## config.mk

```make
export PLATFORM = sky130hd
export DESIGN_NAME = bht_predictor
export DESIGN_NICKNAME = d
export VERILOG_FILES = /design/src/rtl/bht_predictor.sv
export SDC_FILE = /design/constraint.sdc
export NUM_CORES = 1
export LEC_CHECK = 0
export ABC_AREA = 1
export BUFFER_PORTS_ARGS = -buffer_cell sky130_fd_sc_hd__buf_2
export CAP_MARGIN = 20
export CORE_UTILIZATION = 57
export CTS_CLUSTER_SIZE = 40
export DETAILED_ROUTE_END_ITERATION = 10
export HOLD_SLACK_MARGIN = 0.06
export PLACE_DENSITY = 0.78
export SKIP_LAST_GASP = 1
export SYNTH_ARGS = -nofsm -noshare
export SYNTH_HDL_FRONTEND = slang
export SYNTH_SLANG_ARGS = --single-unit
```

## constraint.sdc

```tcl
create_clock -name clk -period 2.1 [get_ports clk]
set_input_delay 0.21 -clock clk [delete_from_list [all_inputs] [get_ports clk]]
set_output_delay 0.21 -clock clk [all_outputs]
set_load 0.02 [all_outputs]
```

## src/rtl/bht_predictor.sv

```systemverilog
// ---------------------------------------------------------------------------
// bht_predictor -- branch history table of saturating counters.
//
// Lookup (combinational):
//   lk_pc, lk_opcode -> predicted (1 = taken), pred_idx (index carried down
//   the pipe and returned later on upd_idx).
// Update (registered, rising clk):
//   upd_valid, upd_idx, upd_taken, upd_predicted -> table counter step,
//   upd_cnt / mispred_cnt statistics (16-bit, saturating).
// reset: synchronous, active-high; it wins over a coincident update.
//
// Optional feature: define BHT_GSHARE_EN to XOR a global history register
// (GHR_BITS wide, fed by resolved outcomes) into the lookup index. The
// update path always uses upd_idx, so the hash is never recomputed there.
// ---------------------------------------------------------------------------
module bht_predictor #(
  parameter int         IDX_BITS = 6,
  parameter int         CTR_BITS = 2,
  parameter int         GHR_BITS = 6,
  parameter logic [6:0] BOP      = 7'h63,
  parameter logic [6:0] JALOP    = 7'h6F,
  parameter logic [6:0] JALROP   = 7'h67
) (
  input  logic                clk,
  input  logic                reset,
  input  logic [31:0]         lk_pc,
  input  logic [6:0]          lk_opcode,
  output logic                predicted,
  output logic [IDX_BITS-1:0] pred_idx,
  input  logic                upd_valid,
  input  logic [IDX_BITS-1:0] upd_idx,
  input  logic                upd_taken,
  input  logic                upd_predicted,
  output logic [15:0]         mispred_cnt,
  output logic [15:0]         upd_cnt
);

  localparam int ENTRIES = 1 << IDX_BITS;
  localparam logic [CTR_BITS-1:0] CTR_MAX  = {CTR_BITS{1'b1}};
  localparam logic [CTR_BITS-1:0] CTR_MIN  = '0;
  // Weakly not-taken: MSB clear, all lower bits set.
  localparam logic [CTR_BITS-1:0] CTR_INIT = CTR_BITS'((1 << (CTR_BITS - 1)) - 1);

  logic [CTR_BITS-1:0] table_reg  [ENTRIES];
  logic [CTR_BITS-1:0] table_next [ENTRIES];
  logic [15:0]         upd_cnt_reg, upd_cnt_next;
  logic [15:0]         mispred_cnt_reg, mispred_cnt_next;
  logic [IDX_BITS-1:0] pc_idx;

  // PC bits outside the index field (and the word-offset bits) are unused.
  logic unused_pc_bits;
  assign unused_pc_bits = &{1'b0, lk_pc[31:IDX_BITS+2], lk_pc[1:0]};

  assign pc_idx = lk_pc[IDX_BITS+1:2];

`ifdef BHT_GSHARE_EN
  logic [GHR_BITS-1:0] ghr_reg, ghr_next;

  // Newest outcome enters at bit 0; oldest falls off the top.
  assign ghr_next = upd_valid ? ((ghr_reg << 1) | GHR_BITS'(upd_taken)) : ghr_reg;
  assign pred_idx = pc_idx ^ IDX_BITS'(ghr_reg);

  always_ff @(posedge clk) begin
    if (reset) ghr_reg <= '0;
    else       ghr_reg <= ghr_next;
  end
`else
  localparam int unused_ghr_bits = GHR_BITS;
  assign pred_idx = pc_idx;
`endif

  // Per-entry next state: only the addressed entry moves, saturating at both ends.
  generate
    for (genvar gi = 0; gi < ENTRIES; gi++) begin : g_entry
      logic hit;
      assign hit = upd_valid && (upd_idx == IDX_BITS'(gi));
      assign table_next[gi] =
          !hit                                 ? table_reg[gi] :
          (upd_taken  && table_reg[gi] != CTR_MAX) ? table_reg[gi] + 1'b1 :
          (!upd_taken && table_reg[gi] != CTR_MIN) ? table_reg[gi] - 1'b1 :
                                                 table_reg[gi];
    end
  endgenerate

  always_ff @(posedge clk) begin
    for (int i = 0; i < ENTRIES; i++) begin
      if (reset) table_reg[i] <= CTR_INIT;
      else       table_reg[i] <= table_next[i];
    end
  end

  always_comb begin
    upd_cnt_next     = upd_cnt_reg;
    mispred_cnt_next = mispred_cnt_reg;
    if (upd_valid) begin
      if (upd_cnt_reg != 16'hFFFF) upd_cnt_next = upd_cnt_reg + 16'd1;
      if ((upd_taken != upd_predicted) && (mispred_cnt_reg != 16'hFFFF))
        mispred_cnt_next = mispred_cnt_reg + 16'd1;
    end
  end

  always_ff @(posedge clk) begin
    if (reset) begin
      upd_cnt_reg     <= '0;
      mispred_cnt_reg <= '0;
    end else begin
      upd_cnt_reg     <= upd_cnt_next;
      mispred_cnt_reg <= mispred_cnt_next;
    end
  end

  assign upd_cnt     = upd_cnt_reg;
  assign mispred_cnt = mispred_cnt_reg;

  // Read returns the pre-update value; a same-cycle write shows up next cycle.
  always_comb begin
    predicted = 1'b0;
    if (lk_opcode == BOP)
      predicted = table_reg[pred_idx][CTR_BITS-1];
    else if (lk_opcode == JALOP || lk_opcode == JALROP)
      predicted = 1'b1;
  end

endmodule

```

==> impl_metrics.py <==
metrics = {
    "status": {
        "status": "finished, violations left",
        "failed_checks": "DRC",
    },
    "worst_setup_path": {
        "worstPathArrival_ns": 1.73,
        "path_max_fanout": 4,
        "critPathLaunchType": "register",
        "required_ns": 1.89,
        "path_depth": 11,
        "cp-end-kind": "output pin",
        "cpMaxStageDelayCell": "dfxtp_1",
        "crit_type": "reg2out",
        "crit_chain": "nand2_1, nand3_1, nand3_1, nand2_1, nand2_1, nand3_1, nand2_1, nand2_1, nand3_1, nand2_1, buf_2",
        "cp_slowest_stage_delay_ns": 0.40,
        "cp_common_cell": "nand2_1",
        "critical_path_buf_inv_count": 1,
        "critPathTopFamily": "simple AND/OR/NAND/NOR gates",
        "rr_worst_depth": 9,
    },
    "sta": {
        "rsz0062_at_grt": "false",
        "finalHoldViolCount": 0,
        "fmax_mhz": 514.3,
        "setup_viol": 0,
        "worstMarginPinSlew_ns": 0.5059,
        "final.min_clock_period_ns": 1.944,
        "fin_skew_ns": 0.004438,
        "min_period_over_period_pct": 92.59,
        "setup_tns_ns": 0,
        "report.final.slew_viol_count": 0,
        "slew_headroom_pct": 66.27,
    },
    "synthesis": {
        "syn_inst": 1323,
        "synth_top_area_share_pct": 37.27,
        "synth_area_um2": 8594,
        "async_reset_ff_share_pct": 0,
        "synth_top_cell_by_area": "dfxtp_1",
        "synthFlopType": "dfxtp_1",
        "ys.warnings.count": 0,
        "synthAdderAreaFrac_pct": 0.2912,
        "synth_cell_types": 39,
        "ys_seq_area_share_pct": 37.27,
        "synth_top_family_by_area": "simple AND/OR/NAND/NOR gates",
        "synth_edf_count": 0,
        "synthMuxAreaShare_pct": 0,
        "synth_compound_area_share_pct": 20.24,
        "synthSimpleGateAreaFrac_pct": 31.24,
        "synthesis.nets": 1375,
        "synth-xor-area-share_pct": 1.121,
        "synth-seq-cells": 160,
        "synthTopCellsByArea": "dfxtp_1 (37%), nand2_1 (14%), o21ai_0 (7.6%), nor2_1 (7.6%), inv_1 (6.1%)",
        "syn_area_per_cell_um2": 6.496,
    },
    "cells_and_area": {
        "diodes": 0,
        "drive_gt1_share_pct": 11.17,
        "multi_input_area_um2": 4546,
        "final_area_um2": 9620,
        "area_delta_synth_final_pct": 11.94,
        "fin_util_pct": 65.70,
        "ff_latch_area_um2": 3203,
        "num-fill-cells": 1299,
        "largest_register_ff_count": 128,
        "nNetsFinal": 1418,
    },
    "cts": {
        "clock_sinks": 160,
        "hold_buffers": 0,
        "post_cts_resize_count": 0,
        "cts_buffers": 17,
        "cts_tree": "yes",
        "clockBufferDepth": 2,
        "h-tree-depth": 4,
        "post_cts_buffers": 0,
        "clkLatencyLatePin_ns": 0.42,
        "clk_pin_slew_ns": 0.06,
        "cts.root.buffer_cell": "clkbuf_16",
    },
    "power": {
        "ir_drop_uv": 559.4,
        "power.density_nw_per_um2": 687.1,
        "p_switching_mw": 1.634,
        "internal_power_mw": 4.976,
        "power_frac_clock_pct": 45.4,
        "power.share.sequential_pct": 46.6,
        "swShare_pct": 24.72,
        "total_leakage_power_nw": 3.972,
        "p_comb_share_pct": 7.9,
    },
    "run": {
        "maxCapViolCount": 0,
    },
    "detailed_routing": {
        "drtPass1Iterations": 9,
        "wirelength_mm": 21.49,
        "num_vias": 8678,
        "drt_iter0_drc": 648,
        "drc": 16,
        "via_per_inst": 5.552,
        "drtAntennaViolNets": 0,
        "wl_per_cell_um": 13.75,
    },
    "place": {
        "place_area_um2": 9056,
        "dpl.hpwl_mm": 14.40,
        "port_buffers": 62,
        "gp_congestion": 0.8709,
    },
    "grt": {
        "overflow": 0,
        "track_usage_pct": 27.86,
        "grt_pass1_vias": 7707,
        "grt_max_degree": 85,
        "antenna_found_initial": 0,
        "grt_pass1_wl_mm": 35.41,
    },
    "floorplanning": {
        "die_h_um": 124.8,
        "std_cell_rows": 44,
        "die_w_um": 124.8,
        "ios": 89,
        "initial_utilization_pct": 58.69,
        "core_um2": 14640,
        "die_area_um2": 15570,
    },
    "hold_path": {
        "hp-class": "in2reg",
        "hold_path_depth": 4,
    },
}
## layout by cell type, fill, tap and decap left out, types with 3 or more instances in the layout
cell and count:
clkbuf_16 17, a21oi_1 78, inv_2 7, nor2_1 174
a22oi_1 12, xnor2_1 6, a31oi_1 32, nand3_1 85
nand2_1 312, clkinv_2 7, nor3_2 3, nand4_1 12
clkinvlp_4 3, nor3_1 12, o21ai_0 131, and3_1 3
buf_4 21, inv_1 139, or2_2 20, dfxtp_1 160
xor2_1 5, buf_2 61, o211ai_1 45, buf_12 3
## cells in the mapped netlist (3+ instances only)
cell / count
nor3_2: 3
buf_6: 3
nand4_1: 12
inv_1: 140
clkbuf_1: 36
buf_4: 7
a31oi_1: 32
inv_2: 6
buf_1: 4
xnor2_1: 6
o21ai_0: 131
or2_2: 20
dfxtp_1: 160
nand3_1: 85
nor3_1: 12
xor2_1: 5
buf_2: 11
a22oi_1: 12
and3_1: 3
nand2_1: 312
nor2_1: 174
a21oi_1: 78
o211ai_1: 45
## power groups by stage
stage | Combinational [mW] | Clock (mW) | Sequential [mW]
finish | 0.525 | 3.00 | 3.08
global route | 0.574 | 3.15 | 3.09
CTS | 0.520 | 3.03 | 3.08
detailed placement | 0.515 | 0 | 3.15
global placement | 0.508 | 0 | 3.15
floorplan | 0.343 | 0 | 3.15
## cell type report
cell class | instances | share of cell area [%]
well taps | 184 | 2.393
clock buffers | 20 | 4.643
flip-flops and latches | 160 | 33.29
inverters | 147 | 5.761
repair buffers | 85 | 5.436
clock inverters | 12 | 1.223
multi-input cells | 955 | 47.25
## worst reg2reg max path, cell delays in order (launching register included)
cell and delay [ns]:
dfxtp_1 0.40, ha_1 0.26, nand3_1 0.15, nor2_1 0.20
nand3_1 0.11, nand2_2 0.17, inv_2 0.15, nand2_1 0.11
o21ai_0 0.08, a21oi_1 0.13
## metrics by stage
stage          total power [mW]  instances  setup WS, ns  hold slack, ns
5_1_grt                   6.809       1563       0.01459          0.2775
2_1_floorplan             3.497       1323        0.3748          0.4379
4_1_cts                   6.629       1563        0.1459          0.2387
3_5_place_dp              3.664       1531        0.3302          0.4651
6_report                  6.610       1563        0.1557          0.2488
3_3_place_gp              3.656       1531        0.3506          0.4565
## metal layers
| layer | track usage [%] | wire (um) | up-vias |
|---|---|---|---|
| met5 | 0 | 0 | - |
| met2 | 46.56 | 9980 | 257 |
| li1 | - | - | 4455 |
| met3 | 5.756 | 1443 | 27 |
| met1 | 36.05 | 9776 | 3939 |
| met4 | 8.279 | 291 | 0 |
## cells by family after synthesis
family	after synthesis
fa+ha+maj	2
buf+inv	208
compound gates	307
xor+xnor	11
simple gates	635
flops	160
## final timing paths
| kind | start | endpoint | slack, ns |
|---|---|---|---|
| worst max-delay path | table_reg[10][1] | predicted | 0.16 |
| worst min-delay path | upd_valid | upd_cnt[8] | 0.25 |
| worst max register to register | upd_cnt[1] | upd_cnt[10] | 0.28 |
| worst min register to register | table_reg[28][0] | table_reg[28][1] | 0.48 |
Power figures use the tool's default switching activity.
